--- config.mk ---
export PLATFORM = sky130hd
export DESIGN_NAME = reg_writeback_unit
export DESIGN_NICKNAME = d
export VERILOG_FILES = /design/src/rtl/reg_wb_pkg.sv /design/src/rtl/wb_fifo.sv /design/src/rtl/reg_writeback_unit.sv
export SDC_FILE = /design/constraint.sdc
export NUM_CORES = 1
export LEC_CHECK = 0
export BUFFER_PORTS_ARGS = -buffer_cell sky130_fd_sc_hd__buf_2
export CAP_MARGIN = 20
export CORE_AREA = 2 2 153 125
export CTS_BUF_LIST = sky130_fd_sc_hd__clkbuf_16
export DETAILED_ROUTE_END_ITERATION = 10
export DIE_AREA = 0 0 155 127
export PLACE_DENSITY = 0.73
export SLEW_MARGIN = 5
export SYNTH_ARGS = -nofsm -noshare
export SYNTH_HDL_FRONTEND = slang
export SYNTH_SLANG_ARGS = --single-unit
--- constraint.sdc ---
create_clock -name clock -period 6.6 [get_ports clock]
set_clock_uncertainty 0.15 [all_clocks]
set_input_delay 0.33 -clock clock [delete_from_list [all_inputs] [get_ports clock]]
set_output_delay 0.33 -clock clock [all_outputs]
set_load 0.005 [all_outputs]
--- src/rtl/reg_wb_pkg.sv ---
// Shared types and widths for the register-file writeback path.
package reg_wb_pkg;

  localparam int unsigned DATA_W  = 16;
  localparam int unsigned NUM_REG = 16;
  localparam int unsigned REG_W   = $clog2(NUM_REG);

  typedef struct packed {
    logic [REG_W-1:0]  rd;
    logic [DATA_W-1:0] data;
  } wb_entry_t;

  typedef enum logic [1:0] {
    StIdle,
    StWrite,
    StHold
  } wb_state_e;

endpackage

--- src/rtl/wb_fifo.sv ---
// Writeback queue storage: two ordered push slots and one pop per cycle.
// With WB_FORWARD_EN the raw storage and read pointer are exposed for forwarding.
module wb_fifo
  import reg_wb_pkg::*;
#(
  parameter int unsigned DEPTH = 4,
  localparam int unsigned PTR_W = $clog2(DEPTH),
  localparam int unsigned CNT_W = PTR_W + 1
) (
  input  logic             clock,
  input  logic             reset,
  input  logic             push0_i,
  input  wb_entry_t        entry0_i,
  input  logic             push1_i,
  input  wb_entry_t        entry1_i,
  input  logic             pop_i,
  output wb_entry_t        head_o,
`ifdef WB_FORWARD_EN
  output wb_entry_t        entries_o [DEPTH],
  output logic [PTR_W-1:0] rd_ptr_o,
`endif
  output logic [CNT_W-1:0] count_o
);

  wb_entry_t        mem_q [DEPTH];
  logic [PTR_W-1:0] wr_ptr_q, wr_ptr_d;
  logic [PTR_W-1:0] rd_ptr_q, rd_ptr_d;
  logic [CNT_W-1:0] count_q, count_d;
  logic [PTR_W-1:0] wr_idx1;

  always_comb begin
    // slot 1 lands right behind slot 0 only when slot 0 is used
    wr_idx1  = wr_ptr_q + PTR_W'(push0_i);
    wr_ptr_d = wr_ptr_q + PTR_W'(push0_i) + PTR_W'(push1_i);
    rd_ptr_d = rd_ptr_q + PTR_W'(pop_i);
    count_d  = count_q + CNT_W'(push0_i) + CNT_W'(push1_i) - CNT_W'(pop_i);
  end

  always_ff @(posedge clock) begin
    if (reset) begin
      wr_ptr_q <= '0;
      rd_ptr_q <= '0;
      count_q  <= '0;
    end else begin
      wr_ptr_q <= wr_ptr_d;
      rd_ptr_q <= rd_ptr_d;
      count_q  <= count_d;
    end
  end

  always_ff @(posedge clock) begin
    if (push0_i) mem_q[wr_ptr_q] <= entry0_i;
    if (push1_i) mem_q[wr_idx1]  <= entry1_i;
  end

  always_ff @(posedge clock) begin
    if (!reset) begin
      assert (!(pop_i && count_q == '0));
      assert (int'(count_q) + int'(push0_i) + int'(push1_i) <= int'(DEPTH));
    end
  end

  assign head_o  = mem_q[rd_ptr_q];
  assign count_o = count_q;
`ifdef WB_FORWARD_EN
  assign entries_o = mem_q;
  assign rd_ptr_o  = rd_ptr_q;
`endif

endmodule

--- src/rtl/reg_writeback_unit.sv ---
// Merges ALU and load results into the register-file write port with a RAW scoreboard.
// Optional WB_FORWARD_EN adds per-source forwarding of the youngest queued value.
module reg_writeback_unit
  import reg_wb_pkg::*;
#(
  parameter int unsigned DEPTH = 4,
  localparam int unsigned CNT_W = $clog2(DEPTH) + 1
) (
  input  logic              clock,
  input  logic              reset,
  input  logic              alu_valid,
  output logic              alu_ready,
  input  logic [REG_W-1:0]  alu_rd,
  input  logic [DATA_W-1:0] alu_data,
  input  logic              mem_valid,
  output logic              mem_ready,
  input  logic [REG_W-1:0]  mem_rd,
  input  logic [DATA_W-1:0] mem_data,
  input  logic              rf_ready,
  output logic              rf_write,
  output logic [REG_W-1:0]  rf_rd,
  output logic [DATA_W-1:0] rf_writedata,
  input  logic [REG_W-1:0]  rs1,
  input  logic [REG_W-1:0]  rs2,
  output logic              rs1_busy,
  output logic              rs2_busy,
`ifdef WB_FORWARD_EN
  output logic              rs1_fwd_valid,
  output logic [DATA_W-1:0] rs1_fwd_data,
  output logic              rs2_fwd_valid,
  output logic [DATA_W-1:0] rs2_fwd_data,
`endif
  output logic [CNT_W-1:0]  count
);

  localparam int unsigned PTR_W  = $clog2(DEPTH);
  localparam int unsigned PEND_W = $clog2(DEPTH + 2);

  logic [CNT_W-1:0]  fifo_count;
  logic [CNT_W-1:0]  free;
  wb_entry_t         head;
  wb_entry_t         entry0, entry1;
  logic              push0, push1, pop, retire;

  wb_state_e         state_q, state_d;
  logic              rf_write_q, rf_write_d;
  logic [REG_W-1:0]  rf_rd_q, rf_rd_d;
  logic [DATA_W-1:0] rf_writedata_q, rf_writedata_d;

  logic [PEND_W-1:0] pend_q [NUM_REG];
  logic [PEND_W-1:0] pend_d [NUM_REG];

`ifdef WB_FORWARD_EN
  wb_entry_t         fifo_entries [DEPTH];
  logic [PTR_W-1:0]  fifo_rd_ptr;
`endif

  // Ready comes from the registered count, so a slot freed by this cycle's pop is not reused.
  always_comb begin
    free      = CNT_W'(DEPTH) - fifo_count;
    mem_ready = (free != '0);
    alu_ready = (free >= CNT_W'(2)) || ((free == CNT_W'(1)) && !mem_valid);
    entry0    = '{rd: mem_rd, data: mem_data};
    entry1    = '{rd: alu_rd, data: alu_data};
    push0     = mem_valid && mem_ready && (mem_rd != '0);
    push1     = alu_valid && alu_ready && (alu_rd != '0);
  end

  wb_fifo #(
    .DEPTH (DEPTH)
  ) u_fifo (
    .clock     (clock),
    .reset     (reset),
    .push0_i   (push0),
    .entry0_i  (entry0),
    .push1_i   (push1),
    .entry1_i  (entry1),
    .pop_i     (pop),
    .head_o    (head),
`ifdef WB_FORWARD_EN
    .entries_o (fifo_entries),
    .rd_ptr_o  (fifo_rd_ptr),
`endif
    .count_o   (fifo_count)
  );

  always_comb begin
    retire         = (state_q != StIdle) && rf_ready;
    pop            = (fifo_count != '0) && ((state_q == StIdle) || retire);
    state_d        = state_q;
    rf_write_d     = rf_write_q;
    rf_rd_d        = rf_rd_q;
    rf_writedata_d = rf_writedata_q;
    unique case (state_q)
      StIdle: begin
        if (pop) begin
          state_d        = StWrite;
          rf_write_d     = 1'b1;
          rf_rd_d        = head.rd;
          rf_writedata_d = head.data;
        end
      end
      StWrite, StHold: begin
        if (!rf_ready) begin
          state_d = StHold;
        end else if (pop) begin
          state_d        = StWrite;
          rf_write_d     = 1'b1;
          rf_rd_d        = head.rd;
          rf_writedata_d = head.data;
        end else begin
          state_d    = StIdle;
          rf_write_d = 1'b0;
        end
      end
      default: begin
        state_d    = StIdle;
        rf_write_d = 1'b0;
      end
    endcase
  end

  always_ff @(posedge clock) begin
    if (reset) begin
      state_q        <= StIdle;
      rf_write_q     <= 1'b0;
      rf_rd_q        <= '0;
      rf_writedata_q <= '0;
    end else begin
      state_q        <= state_d;
      rf_write_q     <= rf_write_d;
      rf_rd_q        <= rf_rd_d;
      rf_writedata_q <= rf_writedata_d;
    end
  end

  assign rf_write     = rf_write_q;
  assign rf_rd        = rf_rd_q;
  assign rf_writedata = rf_writedata_q;
  assign count        = fifo_count;

  // Both producers may target the same register in one cycle, hence up to +2.
  always_comb begin
    for (int unsigned r = 0; r < NUM_REG; r++) begin
      pend_d[r] = pend_q[r];
      if (r != 0) begin
        if (push0 && entry0.rd == REG_W'(r)) pend_d[r] = pend_d[r] + PEND_W'(1);
        if (push1 && entry1.rd == REG_W'(r)) pend_d[r] = pend_d[r] + PEND_W'(1);
        if (retire && rf_rd_q == REG_W'(r))  pend_d[r] = pend_d[r] - PEND_W'(1);
      end
    end
  end

  always_ff @(posedge clock) begin
    for (int unsigned r = 0; r < NUM_REG; r++) begin
      if (reset) pend_q[r] <= '0;
      else       pend_q[r] <= pend_d[r];
    end
  end

`ifdef WB_FORWARD_EN
  logic [REG_W-1:0]  rs_idx    [2];
  logic [1:0]        fwd_valid;
  logic [DATA_W-1:0] fwd_data  [2];

  assign rs_idx[0] = rs1;
  assign rs_idx[1] = rs2;

  // Output regs are oldest, then queue head to tail; later matches win.
  always_comb begin
    for (int s = 0; s < 2; s++) begin
      fwd_valid[s] = 1'b0;
      fwd_data[s]  = '0;
      if (rs_idx[s] != '0) begin
        if (rf_write_q && rf_rd_q == rs_idx[s]) begin
          fwd_valid[s] = 1'b1;
          fwd_data[s]  = rf_writedata_q;
        end
        for (int unsigned i = 0; i < DEPTH; i++) begin
          if ((CNT_W'(i) < fifo_count) &&
              (fifo_entries[fifo_rd_ptr + PTR_W'(i)].rd == rs_idx[s])) begin
            fwd_valid[s] = 1'b1;
            fwd_data[s]  = fifo_entries[fifo_rd_ptr + PTR_W'(i)].data;
          end
        end
      end
    end
  end

  assign rs1_fwd_valid = fwd_valid[0];
  assign rs1_fwd_data  = fwd_data[0];
  assign rs2_fwd_valid = fwd_valid[1];
  assign rs2_fwd_data  = fwd_data[1];
  assign rs1_busy = (rs1 != '0) && (pend_q[rs1] != '0) && !fwd_valid[0];
  assign rs2_busy = (rs2 != '0) && (pend_q[rs2] != '0) && !fwd_valid[1];
`else
  assign rs1_busy = (rs1 != '0) && (pend_q[rs1] != '0);
  assign rs2_busy = (rs2 != '0) && (pend_q[rs2] != '0);
`endif

endmodule

==> results.toml, run 1 <==
[run_status]
status = "finished, final reports clean"

[synth]
synth_fp_nets = 1007
ys_warn_count = 0
synth_area_um2 = 9770
synth_cell_types = 60
syn_area_per_cell_um2 = 10.9
synth_edf_count = 80
synthFlopType = "edfxtp_1"
synthArstFlopShare = 0
syn_inst = 896
synth_seq_area_share = 0.399
synth-seq-cells = 155

[floorplan]
core_area_um2 = 18000
die_area_um2 = 19700
fp.dieW_um = 155
rows = 44
die_h_um = 127
initial_core_util = 0.543
num_io_pins = 81

[placement]
dp_cells = 1168
io_buffers = 80
routabilityCongestion = 0.851
placed_cell_area_um2 = 10400
hpwl_mm = 16.5

[timing]
fmax_mhz = 257
slew_headroom = 0.320
hold_viol_final = 0
period_share = 0.590
grt_setup_unrepaired = "false"
tns_ns = 0
finalCriticalPeriod_ns = 3.89
finalSetupViolCount = 0
tightest_slew_ns = 1.02
slew_viol_final = 0

[final_layout]
antenna_cells = 0
fillers = 1451
fin_area_um2 = 11000
layout_common_cells = "nand2_1, mux2_2, buf_2, edfxtp_1, nor2_1"
final_common_cell = "nand2_1"
drive_gt1_frac = 0.266
fin_util = 0.611
layout.cells.non_filler = 1206
final_nets = 1074
synthToLayoutAreaGrowth_pct = 12.6

[global_route]
gr-max-usage-layer = "met1"
grt_usage = 0.243
grt_max_degree = 95
grt_antenna_before_repair = 0
use_met1 = 0.367
grt_pass1_vias = 6613
grt-ovfl-total = 0
use_met3 = 0.0468
grt_pass1_wl_mm = 36.5
use_met2 = 0.355

[power_and_ir_drop]
power_density_nw_per_um2 = 362
power.total_w = 0.00399
leakagePower_nw = 4.64
ir_worst_vdd_uv = 218

[setup_path]
cp.arrival_ns = 4.03
cp-start-kind = "register"
endpoint_kind = "register"
required_ns = 6.73
critPathKind = "reg2reg"
crit_path_max_fanout = 8

[clock_tree]
cts.sinks = 155
cts_resized = 0
cts_buffers = 17
clockBufferDepth = 2
postCtsSetupBuffers = 0
clockRootBuffer = "clkbuf_16"
hold_buffers = 0
cts_tree = "built"
clk_pin_slew_ns = 0.07
clk_latency_ns = 0.43
htree_levels = 4

[run]
max_cap_violations = 0

[worst_hold_path]
hold_class = "in2reg"

[drt]
drtPass1Iterations = 6
via_per_inst = 5.93
wl_per_cell_um = 19.3
drc = 0
num_vias = 7156
ant_nets = 0
wl_mm = 23.3
drt_iter0_markers = 504
path summary, 6_finish.rpt:
check,startpoint,endpoint,slack [ns],depth (start not counted)
worst max-delay path,u_fifo.count_o[1]$_SDFF_PP0_,pend_q[2][2]$_SDFF_PP0_,2.71,15
worst min-delay path,mem_data[15],u_fifo.mem_q[2][15]$_DFFE_PP_,0.08,2
worst max register to register,u_fifo.count_o[1]$_SDFF_PP0_,pend_q[2][2]$_SDFF_PP0_,2.71,15
worst min register to register,rf_writedata[10]$_SDFFE_PP0P_,rf_writedata[10]$_SDFFE_PP0P_,0.31,2
stage by stage:
stage	setup WS (ns)	hold WS (ns)
final	2.71	0.0807
after global routing	2.49	0.0646
after CTS	2.34	0.0650
after detailed placement	2.27	0.297
after global placement	2.38	0.289
after floorplan	3.13	0.303
cells in the mapped netlist (9+ instances only):
cell       n  area share
xnor2_1   35       0.031
nand3_1   40       0.020
dfxtp_1   75        0.15
nor2_1    79       0.030
nor2b_1   14      0.0090
or2_2     10      0.0064
nand2_1   94       0.036
a211oi_1  12      0.0092
xnor3_1   22       0.051
nor3_1    22       0.011
inv_1     33       0.013
and2_1    11      0.0070
buf_2      9      0.0046
mux4_2    20       0.046
xor2_1    12       0.011
mux2_2    88        0.10
clkbuf_1  28       0.011
edfxtp_1  80        0.25
mux2i_1   15       0.015
a21oi_1   33       0.017
ha_1      56       0.072
nand2b_1  11      0.0070
sequential cells by signal (all words and copies together) (netlist names):
register / count
state_q: 2
rf_rd: 4
rf_writedata: 16
pend_q: 45
rf_write: 1
u_fifo.rd_ptr_q: 2
u_fifo.wr_ptr_q: 2
u_fifo.count_o: 3
u_fifo.mem_q: 80
cell families after synthesis:
| group | share of synthesized area |
|---|---|
| buffers and inverters | 0.0330 |
| DFF | 0.399 |
| adders and majority gates | 0.0758 |
| AOI/OAI and AO/OA | 0.0598 |
| muxes | 0.166 |
| xor gates and xnor gates | 0.102 |
| and+or+nand+nor | 0.164 |
final cells by class:
class | count | area (µm²) | share of cell area
clock buffer | 17 | 425 | 0.0387
clock inverter | 15 | 114 | 0.0103
multi-input combinational | 662 | 5580 | 0.507
inverter | 34 | 128 | 0.0116
timing repair buffer | 93 | 568 | 0.0516
tap | 230 | 288 | 0.0261
sequential | 155 | 3900 | 0.355
power by group:
| group | leakage [nW] | switching, W | internal (W) |
|---|---|---|---|
| sequential | 1.35 | 0.000163 | 0.00134 |
| clock | 0.256 | 0.000417 | 0.000485 |
| combinational | 3.03 | 0.000873 | 0.000703 |
worst max-delay path: stages, from the launching register on:
cell,delay [ns]
dfxtp_1,0.41
inv_1,0.10
ha_1,0.21
ha_1,0.27
and4bb_2,0.50
nand2_1,0.17
xor2_1,0.43
inv_1,0.09
ha_1,0.28
nor2_1,0.05
or2_2,0.27
ha_1,0.21
nand3_1,0.09
xnor3_1,0.32
xnor2_1,0.14
nor2_1,0.05
routing by layer:
metal / part of all wire / up-vias
met5: 0 / -
met4: 0.016 / 0
met3: 0.070 / 26
met2: 0.44 / 255
met1: 0.48 / 3486
li1: - / 3389
Power figures use the tool's default switching activity.
==> run 2, diff against run 1 <==
--- a/config.mk
+++ b/config.mk
@@ -5,13 +5,14 @@
 export SDC_FILE = /design/constraint.sdc
 export NUM_CORES = 1
 export LEC_CHECK = 0
+export ABC_AREA = 1
 export BUFFER_PORTS_ARGS = -buffer_cell sky130_fd_sc_hd__buf_2
 export CAP_MARGIN = 20
-export CORE_AREA = 2 2 153 125
+export CORE_AREA = 2 2 158 129
 export CTS_BUF_LIST = sky130_fd_sc_hd__clkbuf_16
 export DETAILED_ROUTE_END_ITERATION = 10
-export DIE_AREA = 0 0 155 127
-export PLACE_DENSITY = 0.73
+export DIE_AREA = 0 0 160 131
+export PLACE_DENSITY = 0.76
 export SLEW_MARGIN = 5
 export SYNTH_ARGS = -nofsm -noshare
 export SYNTH_HDL_FRONTEND = slang
==> constraint.sdc (replaced) <==
create_clock -name clock -period 3.3 [get_ports clock]
set_clock_uncertainty 0.15 [all_clocks]
set_input_delay 0.165 -clock clock [delete_from_list [all_inputs] [get_ports clock]]
set_output_delay 0.165 -clock clock [all_outputs]
set_load 0.005 [all_outputs]
==> results.toml, run 2 <==
[power_and_ir_drop]
power_density_nw_per_um2 = 661
power.total_w = 0.00807
p_sw_frac = 0.402
pwr-share-comb = 0.388
p_clk_frac = 0.252
ir_worst_vdd_uv = 449
p_sw_w = 0.00325
p_int_w = 0.00482
pwr-share-seq = 0.360
leakagePower_nw = 5.68

[setup_path]
reg2reg_to = "u_fifo.mem_q[1][7]$_DFFE_PP_"
cp-endpoint = "u_fifo.mem_q[1][7]$_DFFE_PP_"
required_ns = 3.35
cp-start-kind = "register"
crit_path_max_fanout = 32
cp.arrival_ns = 3.16
critPathKind = "reg2reg"
crit_path_start = "u_fifo.count_o[1]$_SDFF_PP0_"
r2r_start = "u_fifo.count_o[1]$_SDFF_PP0_"
r2r_slack_ns = 0.19
r2r.worst_path.cells = 14
endpoint_kind = "register"

[final_layout]
final_common_cell = "nand2_1"
largest_reg_flops = 80
drive_gt1_frac = 0.124
fin_util = 0.628
final_nets = 1694
layout_common_cells = "nand2_1, inv_1, nor2_1"
synthToLayoutAreaGrowth_pct = 16.1
regMostFlops = "u_fifo.mem_q"
fillers = 1717
multi_input_area_um2 = 5490
regArea_um2 = 3900

[floorplan]
die_area_um2 = 21000
rows = 46
fp.dieW_um = 160
die_h_um = 131
num_io_pins = 81
core_area_um2 = 19500
initial_core_util = 0.540

[clock_tree]
clk_latency_ns = 0.44
htree_levels = 4
cts.sinks = 155
clockBufferDepth = 2
postCtsSetupBuffers = 0
cts_tree = "built"
clk_pin_slew_ns = 0.07
cts_buffers = 17
clockRootBuffer = "clkbuf_16"

[drt]
via_per_inst = 5.33
num_vias = 9918
wl_per_cell_um = 14.8
wl_mm = 27.6
ant_nets = 0
drc = 0
drtPass1Iterations = 5
drt_iter0_markers = 1010

[run_status]
status = "finished, final reports clean"

[synth]
synth_area_leader_cell = "edfxtp_1"
synthSimpleGateAreaFrac = 0.307
synth_area_leaders = "edfxtp_1, dfxtp_1, nand2_1"
synth_area_um2 = 10500
netlist_top_cells_count = "nand2_1, inv_1, nor2_1, o21ai_0, nand3_1"
synthFlopType = "edfxtp_1"
synthArstFlopShare = 0
synthMuxAreaShare = 0
synth_seq_area_share = 0.371
synth-seq-cells = 155
synth_edf_count = 80
synth_xor_area_frac = 0.0150
synth_fp_nets = 1590
synth_cell_types = 41
synth_compound_area_frac = 0.126
synth_top_family_by_area = "simple AND/OR/NAND/NOR gates"
synthAdderAreaFrac = 0.0705
syn_inst = 1479
ys_warn_count = 0
synth_top_area_frac = 0.228
synth_most_common_cell = "nand2_1"
syn_area_per_cell_um2 = 7.11

[timing]
hold_viol_final = 0
slew_headroom = 0.411
slew_viol_final = 0
fmax_mhz = 321
grt_setup_unrepaired = "false"
finalCriticalPeriod_ns = 3.11
finalSetupViolCount = 0
period_share = 0.944
tightest_slew_ns = 0.883

[global_route]
grt_max_degree = 59
grt-ovfl-total = 0
grt_pass1_vias = 8868
grt_pass1_wl_mm = 44.3
grt_antenna_before_repair = 2
grt_usage = 0.266

[worst_hold_path]
hold_class = "in2reg"

[run]
max_cap_violations = 0

[placement]
io_buffers = 80
hpwl_mm = 19.3
routabilityCongestion = 0.950
run 2: cell types whose count changed after synthesis, sizes merged, moves of 23 or more:
cell / change
mux2: -91
nor2: +117
o21ai: +173
nand2: +282
xnor2: -38
nand4: +23
inv: +193
nand3: +66
run 2: worst max-delay path, cell delays in order (launching register included):
cell and delay (ns):
dfxtp_1 0.31, inv_1 0.10, ha_2 0.22, ha_4 0.18, inv_2 0.05, nand2_2 0.09, a21oi_2 0.07, ha_1 0.20
or2_2 0.32, nand2_4 0.11, nand3_4 0.15, inv_2 0.10, buf_12 0.17, o21ai_0 0.09, dlygate4sd3_1 0.55
run 2: worst min path at each step:
stage               cells past startpoint                             to  slack, ns               startpoint
floorplan                               2  u_fifo.mem_q[0][10]$_DFFE_PP_       0.21             alu_data[10]
global placement                        2        state_q[0]$_SDFFE_PP0P_       0.32  state_q[0]$_SDFFE_PP0P_
detailed placement                      2        state_q[0]$_SDFFE_PP0P_       0.33  state_q[0]$_SDFFE_PP0P_
CTS                                     3  u_fifo.mem_q[2][19]$_DFFE_PP_       0.04                mem_rd[3]
global route                            3  u_fifo.mem_q[3][19]$_DFFE_PP_       0.08                mem_rd[3]
finish                                  3  u_fifo.mem_q[2][19]$_DFFE_PP_       0.05                mem_rd[3]
run 2: cells by family after synthesis:
group           count (synthesis)
simple gates                  722
fa+ha+maj                      58
buf+inv                       276
compound gates                250
xor+xnor                       18
flops                         155
run 2: repair_timing:
item / 4_1_cts / 5_1_grt
hold buffers: 35 / 0
hold endpoints to repair: 68 / 0
endpoints found under the setup margin: 0 / 3
gates resized for setup: 0 / 4
run 2: through the flow:
stage	std cells	setup slack (ns)	setup TNS [ns]	hold WS, ns	cell area [µm²]
2_1_floorplan	1479	-0.249	-19.91	0.206	10500
3_3_place_gp	1791	0.323	0	0.321	11200
3_5_place_dp	1791	0.216	0	0.331	11200
4_1_cts	1858	0.0288	0	0.0372	12100
5_1_grt	1861	0.0416	0	0.0754	12200
6_report	1861	0.185	0	0.0462	12200
run 2: power groups by stage:
stage | Clock [W] | Sequential (W) | Combinational, W
finish | 0.00203 | 0.00290 | 0.00313
global route | 0.00212 | 0.00295 | 0.00353
CTS | 0.00204 | 0.00290 | 0.00307
detailed placement | 0 | 0.00294 | 0.00302
global placement | 0 | 0.00293 | 0.00294
floorplan | 0 | 0.00293 | 0.00207
run 2: metal layers:
layer	wire, µm	GRT usage	vias to the layer above
li1	-	-	5005
met1	12500	0.367	4445
met2	12100	0.422	414
met3	2420	0.0549	52
met4	571	0.0906	2
met5	12	0	-
run 2: cell type report:
class	count	share of cell area
tap	264	0.0270
clock buffer	17	0.0348
inverter	227	0.0698
antenna	1	0.000205
sequential	155	0.320
multi-input combinational	1048	0.450
clock inverter	15	0.0159
timing repair buffer	134	0.0830
